**src/rtl/sysarr_pkg.sv**
```systemverilog
`default_nettype none
// ============================================================================
// Module  : sysarr_pkg
// Brief   : Shared constants and state encoding for the systolic-array
//           row/column controllers.
// Rev     : 1.0  initial release
// ============================================================================
package sysarr_pkg;

    localparam int MATRIX_SIZE    = 8;
    localparam int DATA_BW        = 8;
    localparam int WEIGHT_BW      = 8;
    localparam int PARTIAL_SUM_BW = 19;

    // Cycles from an accepted vector to its psum appearing at PE7's output
    localparam int ROW_LAT = MATRIX_SIZE + 1;

    typedef enum logic [2:0] {
        ST_IDLE   = 3'd0,
        ST_LOAD   = 3'd1,
        ST_STREAM = 3'd2,
        ST_DRAIN  = 3'd3,
        ST_DONE   = 3'd4
    } row_state_e;

endpackage
`default_nettype wire

```
**src/rtl/psum_fifo.sv**
```systemverilog
`default_nettype none
// ============================================================================
// Module  : psum_fifo
// Brief   : Synchronous FIFO with occupancy count. Head entry is presented
//           directly from storage so it stays stable until popped.
// Rev     : 1.0  initial release
// ============================================================================
module psum_fifo #(
    parameter int WIDTH = 19,
    parameter int DEPTH = 16
) (
    input  logic                       clk,
    input  logic                       rst,
    input  logic                       i_wr_en,
    input  logic [WIDTH-1:0]           i_wr_data,
    input  logic                       i_rd_en,
    output logic [WIDTH-1:0]           o_rd_data,
    output logic                       o_empty,
    output logic [$clog2(DEPTH):0]     o_count
);

    localparam int AW = $clog2(DEPTH);

    logic [WIDTH-1:0] mem_q [0:DEPTH-1];
    logic [WIDTH-1:0] mem_d [0:DEPTH-1];
    logic [AW-1:0]    wr_ptr_q, wr_ptr_d;
    logic [AW-1:0]    rd_ptr_q, rd_ptr_d;
    logic [AW:0]      count_q, count_d;

    logic w_full;
    logic w_do_wr;
    logic w_do_rd;

    assign o_empty   = (count_q == '0);
    assign w_full    = (count_q == (AW+1)'(DEPTH));
    assign o_count   = count_q;
    assign o_rd_data = mem_q[rd_ptr_q];

    // A write into a full FIFO is only honoured when the head leaves the same cycle
    assign w_do_wr = i_wr_en && (!w_full || i_rd_en);
    assign w_do_rd = i_rd_en && !o_empty;

    // Next storage, pointers and occupancy
    always_comb begin
        mem_d    = mem_q;
        wr_ptr_d = wr_ptr_q;
        rd_ptr_d = rd_ptr_q;
        count_d  = count_q;
        if (w_do_wr) begin
            mem_d[wr_ptr_q] = i_wr_data;
            wr_ptr_d        = wr_ptr_q + AW'(1);
        end
        if (w_do_rd) begin
            rd_ptr_d = rd_ptr_q + AW'(1);
        end
        case ({w_do_wr, w_do_rd})
            2'b10:   count_d = count_q + (AW+1)'(1);
            2'b01:   count_d = count_q - (AW+1)'(1);
            default: count_d = count_q;
        endcase
    end

    // FIFO state registers
    always_ff @(posedge clk or posedge rst) begin
        if (rst) begin
            for (int i = 0; i < DEPTH; i++) begin
                mem_q[i] <= '0;
            end
            wr_ptr_q <= '0;
            rd_ptr_q <= '0;
            count_q  <= '0;
        end else begin
            mem_q    <= mem_d;
            wr_ptr_q <= wr_ptr_d;
            rd_ptr_q <= rd_ptr_d;
            count_q  <= count_d;
        end
    end

    // Upstream credit logic must never let a result land in a full FIFO
    a_no_overflow: assert property (@(posedge clk) disable iff (rst)
        !(i_wr_en && w_full && !i_rd_en));

endmodule
`default_nettype wire

```
**src/rtl/sysarr_row_ctrl.sv**
```systemverilog
`default_nettype none
// ============================================================================
// Module  : sysarr_row_ctrl
// Brief   : Sequencer for one 8-PE systolic row: weight load, input stream
//           with per-lane skew, result tracking and credit-limited buffering.
// Rev     : 1.0  initial release
// ============================================================================
module sysarr_row_ctrl
    import sysarr_pkg::*;
#(
    parameter int CNT_BW     = 8,
    parameter int FIFO_DEPTH = 16
) (
    input  logic                               clk,
    input  logic                               rst,
    input  logic                               start,
    input  logic [CNT_BW-1:0]                  num_vec,
    input  logic [MATRIX_SIZE*WEIGHT_BW-1:0]   w_in,
    input  logic                               in_valid,
    output logic                               in_ready,
    input  logic [MATRIX_SIZE*DATA_BW-1:0]     in_data,
    output logic                               arr_we_rl,
    output logic [MATRIX_SIZE*WEIGHT_BW-1:0]   arr_weights,
    output logic [MATRIX_SIZE*DATA_BW-1:0]     arr_din,
    input  logic [PARTIAL_SUM_BW-1:0]          arr_result,
    output logic                               out_valid,
    input  logic                               out_ready,
    output logic [PARTIAL_SUM_BW-1:0]          out_data,
    output logic                               busy,
    output logic                               done
);

    localparam int FCNT_BW = $clog2(FIFO_DEPTH) + 1;
    // Wide enough for in-flight tags plus a full FIFO
    localparam int CRED_BW = $clog2(FIFO_DEPTH) + 2;

    row_state_e                         state_q, state_d;
    logic [CNT_BW-1:0]                  num_vec_q, num_vec_d;
    logic [CNT_BW-1:0]                  issued_q, issued_d;
    logic [MATRIX_SIZE*WEIGHT_BW-1:0]   weights_q, weights_d;
    logic [ROW_LAT-1:0]                 tag_q, tag_d;
    logic [CRED_BW-1:0]                 inflight_q, inflight_d;

    logic [FCNT_BW-1:0] w_fifo_count;
    logic               w_fifo_empty;
    logic               w_accept;
    logic               w_tag_exit;
    logic               w_pop;
    logic [CRED_BW-1:0] w_credits_used;
    logic               w_drain_empty;

    assign arr_weights    = weights_q;
    assign out_valid      = !w_fifo_empty;
    assign w_pop          = out_valid && out_ready;
    assign w_tag_exit     = tag_q[ROW_LAT-1];
    assign w_credits_used = inflight_q + CRED_BW'(w_fifo_count);

    assign in_ready = (state_q == ST_STREAM) && (issued_q < num_vec_q) &&
                      (w_credits_used < CRED_BW'(FIFO_DEPTH));
    assign w_accept = in_valid && in_ready;

    // Pipe and FIFO will both be empty next cycle; no tag can be exiting
    // while inflight is zero, so only a pop can change the FIFO here.
    assign w_drain_empty = (inflight_q == '0) &&
                           ((w_fifo_count == '0) ||
                            ((w_fifo_count == FCNT_BW'(1)) && w_pop));

    // FSM next-state, job latches and status outputs
    always_comb begin
        state_d   = state_q;
        num_vec_d = num_vec_q;
        issued_d  = issued_q;
        weights_d = weights_q;
        arr_we_rl = 1'b0;
        busy      = (state_q != ST_IDLE);
        done      = 1'b0;
        case (state_q)
            ST_IDLE: begin
                if (start && (num_vec != '0)) begin
                    state_d   = ST_LOAD;
                    num_vec_d = num_vec;
                    weights_d = w_in;
                    issued_d  = '0;
                end
            end
            ST_LOAD: begin
                arr_we_rl = 1'b1;
                state_d   = ST_STREAM;
            end
            ST_STREAM: begin
                if (w_accept) begin
                    issued_d = issued_q + CNT_BW'(1);
                    if ((issued_q + CNT_BW'(1)) == num_vec_q) begin
                        state_d = ST_DRAIN;
                    end
                end
            end
            ST_DRAIN: begin
                if (w_drain_empty) begin
                    state_d = ST_DONE;
                end
            end
            ST_DONE: begin
                done    = 1'b1;
                state_d = ST_IDLE;
            end
            default: state_d = ST_IDLE;
        endcase
    end

    // Result tag pipe mirrors the row latency; inflight counts set tags
    always_comb begin
        tag_d      = {tag_q[ROW_LAT-2:0], w_accept};
        inflight_d = inflight_q;
        if (w_accept && !w_tag_exit) begin
            inflight_d = inflight_q + CRED_BW'(1);
        end else if (!w_accept && w_tag_exit) begin
            inflight_d = inflight_q - CRED_BW'(1);
        end
    end

    // Controller state registers
    always_ff @(posedge clk or posedge rst) begin
        if (rst) begin
            state_q    <= ST_IDLE;
            num_vec_q  <= '0;
            issued_q   <= '0;
            weights_q  <= '0;
            tag_q      <= '0;
            inflight_q <= '0;
        end else begin
            state_q    <= state_d;
            num_vec_q  <= num_vec_d;
            issued_q   <= issued_d;
            weights_q  <= weights_d;
            tag_q      <= tag_d;
            inflight_q <= inflight_d;
        end
    end

    // Input skew: lane k is delayed k extra cycles so it meets the psum
    // arriving from PE(k-1)
    for (genvar k = 0; k < MATRIX_SIZE; k++) begin : g_lane
        logic [DATA_BW-1:0] sr_q [0:k];
        logic [DATA_BW-1:0] sr_d [0:k];

        // Shift the lane, injecting zero on cycles without an accept
        always_comb begin
            sr_d[0] = w_accept ? in_data[(MATRIX_SIZE-1-k)*DATA_BW +: DATA_BW] : '0;
            for (int j = 1; j <= k; j++) begin
                sr_d[j] = sr_q[j-1];
            end
        end

        // Lane skew registers
        always_ff @(posedge clk or posedge rst) begin
            if (rst) begin
                for (int j = 0; j <= k; j++) begin
                    sr_q[j] <= '0;
                end
            end else begin
                sr_q <= sr_d;
            end
        end

        assign arr_din[(MATRIX_SIZE-1-k)*DATA_BW +: DATA_BW] = sr_q[k];
    end

    psum_fifo #(
        .WIDTH (PARTIAL_SUM_BW),
        .DEPTH (FIFO_DEPTH)
    ) u_fifo (
        .clk       (clk),
        .rst       (rst),
        .i_wr_en   (w_tag_exit),
        .i_wr_data (arr_result),
        .i_rd_en   (w_pop),
        .o_rd_data (out_data),
        .o_empty   (w_fifo_empty),
        .o_count   (w_fifo_count)
    );

endmodule
`default_nettype wire

```
**config.mk**
```make
export PLATFORM = sky130hd
export DESIGN_NAME = sysarr_row_ctrl
export DESIGN_NICKNAME = d
export VERILOG_FILES = /design/src/rtl/sysarr_pkg.sv /design/src/rtl/psum_fifo.sv /design/src/rtl/sysarr_row_ctrl.sv
export SDC_FILE = /design/constraint.sdc
export NUM_CORES = 1
export LEC_CHECK = 0
export ABC_AREA = 1
export ABC_CLOCK_PERIOD_IN_PS = 28200
export BUFFER_PORTS_ARGS = -buffer_cell sky130_fd_sc_hd__buf_2
export CORE_MARGIN = 2
export CORE_UTILIZATION = 58
export CTS_CLUSTER_SIZE = 24
export DETAILED_ROUTE_END_ITERATION = 6
export MAX_ROUTING_LAYER = met4
export PLACE_DENSITY_LB_ADDON = 0.08
export SYNTH_ARGS = -nofsm -noshare
export SYNTH_HDL_FRONTEND = slang
export SYNTH_SLANG_ARGS = --single-unit
```
**constraint.sdc**
```tcl
create_clock -name clk -period 28.2 [get_ports clk]
set_input_delay 5.64 -clock clk [delete_from_list [all_inputs] [get_ports clk]]
set_output_delay 5.64 -clock clk [all_outputs]
set_load 0.05 [all_outputs]
```
==> results by group <==
Outcome
  • Status: completed

Critical path
  • Critical Path Source Type: flop
  • Critical-path cell list: inv_2, buf_4, nor2_1, o32ai_1, o211ai_1, nand2_1, buf_2
  • CP endpoint kind: output pin
  • CP max-delay cell: dfrtp_4
  • Worst r2r path cells: 23
  • Worst-path fanout max: 68
  • Bufs and invs on worst path: 3
  • Crit path required time: 22.56 ns
  • Worst Path Class, Setup: reg2out
  • Delay-heaviest family, CP: buffers and inverters
  • WP data arrival: 3.79 ns
  • Max incr delay on CP: 0.81 ns
  • Stages on worst setup path: 7

Synthesis
  • Ys async rst share: 100%
  • Distinct cells, synth: 44
  • Mapped Nets: 2,574
  • Synth warn: 0
  • Cell count after synthesis: 2,386
  • Syn avg cell area: 11.3 sq um
  • #FFs+latches synth: 703
  • Seq/Total Area, Yosys: 65.3%
  • Most used DFF post-synth: dfrtp_1
  • Synth Cell Area: 0.0269 sq mm
  • Post-synth EDFFs: 0

Clock network
  • Reg clk slew, reported paths: 0.06 ns
  • Hold buffer count at CTS: 0
  • Post-CTS resize count: 0
  • Postcts setup bufs: 0
  • CTS Sinks: 703
  • Worst skew pair latency: 0.61 ns
  • Clk root buf: clkbuf_16
  • Total CTS buffers: 72
  • Clock buffer depth: 3
  • CTS tree: done
  • Depth of the CTS H-tree: 3

STA
  • Final hold viol count: 0
  • F_max: 106 MHz
  • Finish-stage setup viols: 0
  • Period minus WS final: 9.43 ns
  • Slew Limit Fails: 0
  • Worst slew pin tran: 1.28 ns
  • Total negative slack: 0 ns
  • RSZ-0062 raised after global routing: false
  • Worst Skew: 0.0258 ns
  • Tcrit/Tclk final: 33.4%
  • Slew margin rel.: 14.7%

GRT
  • GRT Total Usage: 28.0%
  • Grt ovf: 0
  • Global-route wire length before repair: 101,000 um
  • Largest net degree at the start of global routing: 154
  • Antenna violations before repair: 1
  • Vias in the first global route: 18,494

Final layout
  • Syn-to-layout area delta: 14.8%
  • Filler Cell Count: 3,362
  • Finished Cell Area: 0.0309 sq mm
  • Fraction of layout cells with a size suffix above 1: 23.3%
  • Final nets: 2,832
  • Final core occ: 67.9%

Placement
  • Placer Congestion: 0.860
  • I/O Buffers: 311
  • Post-DP HPWL: 37,300 um
  • Dpl cell area: 0.0286 sq mm

Power and ir drop
  • Power Density: 110 mW/mm^2
  • VDD IR max: 0.105 mV
  • Static Leakage: 15.8 nW

Detailed routing
  • Initial DRT Pass Iterations: 6
  • DRT Wirelength: 63,800 um
  • Via count: 18,267
  • Post-DR wirelength/cell: 19.3 um
  • DRT iter0 DRCs: 1,775
  • Post-DRT Antenna Nets: 0
  • Drt via density: 5.54
  • DRC viols: 0

Floorplanning
  • # rows: 78
  • Core outline area: 0.0456 sq mm
  • Die height: 220 um
  • Initial Util: 59.1%
  • Horiz. Die Dim: 220 um
  • I/O pins: 312
  • Die area: 0.0482 sq mm

Run
  • Max-Cap Viols: 0

Hold path
  • Cells on Worst Hold Path: 0
  • Worst min path class: reg2reg
power breakdown:
group,switching (mW),leakage (nW),internal (mW)
registers,0.134,9.54,1.21
clock network,0.390,1.15,0.549
logic,0.782,5.08,0.332
registers in the layout, summed over array words and instances (netlist names), 5 cells and up:
name            cells
inflight_q          6
g_lane.sr_d       224
num_vec_q           8
issued_q            8
arr_weights        64
u_fifo.mem_q      304
arr_din            56
g_lane.sr_q         8
tag_q               9
u_fifo.o_count      5
cell usage in the layout, fill, tap and decap left out, drive strengths merged, types with 9 or more instances in the layout:
cell type / netlist / routed
o32ai: 16 / 16
buf: 83 / 340
ha: 27 / 27
nand3: 51 / 51
xor2: 10 / 10
nor2: 213 / 213
nand2: 408 / 408
inv: 147 / 148
o21ai: 392 / 392
clkinv: 2 / 18
mux2i: 58 / 58
mux2: 65 / 65
a21oi: 21 / 21
clkbuf: 73 / 107
dfrtp: 703 / 703
o221ai: 58 / 58
nand4: 16 / 16
o211ai: 16 / 16
o22ai: 9 / 9
area by class of cell:
cell class                 instances  area (sq um)  share of cell area, %
clock buffer                     107          2070                   6.70
sequential                       703         17600                   56.9
tap                              600           751                   2.43
clock inverter                    22           273                  0.882
timing repair buffer             340          1770                   5.74
inverter                         149           569                   1.84
antenna                            1          2.50                0.00809
multi-input combinational       1378          7890                   25.5
per-layer routing:
layer	vias to the layer above	wire (um)	GRT usage, %
li1	8444	-	-
met2	682	31600	45.2
met3	127	4460	5.08
met4	0	1910	10.6
met5	-	0	-
met1	9014	25900	35.7
worst paths after layout:
| kind | start | endpoint | slack (ns) |
|---|---|---|---|
| worst max-delay path | u_fifo.rd_ptr_q[0] | out_data[15] | 18.77 |
| worst min-delay path | g_lane[5].sr_d[12] | g_lane[5].sr_d[4] | 0.33 |
| worst max register to register | u_fifo.o_count[4] | inflight_q[5] | 24.09 |
| worst min register to register | g_lane[5].sr_d[12] | g_lane[5].sr_d[4] | 0.33 |
| max in group asynchronous | rst | u_fifo.mem_q[253] | 19.53 |
| min in group asynchronous | rst | arr_weights[10] | 5.28 |
logic make-up (layout without fill, tap and decap cells):
group / count (synthesis) / after routing / share of synthesized area [%]
compound gates: 514 / 514 / 11.8
xor+xnor: 13 / 13 / 0.423
simple gates: 700 / 700 / 10.8
other cells: 0 / 1 / 0
buf+inv: 305 / 618 / 5.53
fa+ha+maj: 28 / 28 / 1.33
flops: 703 / 703 / 65.3
mux: 123 / 123 / 4.87
cell usage after synthesis (25+ instances only):
cell type  count  area [sq um]
buf_6         25           282
nand3_1       46           230
inv_1        145           544
ha_1          27           338
mux2i_1       58           581
mux2_2        65           732
buf_2         32           160
o21ai_1       40           200
o21ai_0      282          1410
o21ai_2       70           613
nor2_1       210           788
clkbuf_1      63           236
dfrtp_1      703         17600
nand2_1      388          1460
o221ai_1      58           508
through the flow:
stage                     cells  worst slack [ns]  total power [mW]  hold slack [ns]
after global routing       3300             18.58              3.58            0.339
after detailed placement   3170             18.74              2.47            0.335
after global placement     3170             18.81              2.43            0.331
final                      3300             18.77              3.40            0.335
after CTS                  3299             18.77              3.42            0.329
after floorplan            2386              2.84              2.18            0.331
(Power assumes the default switching activity.)
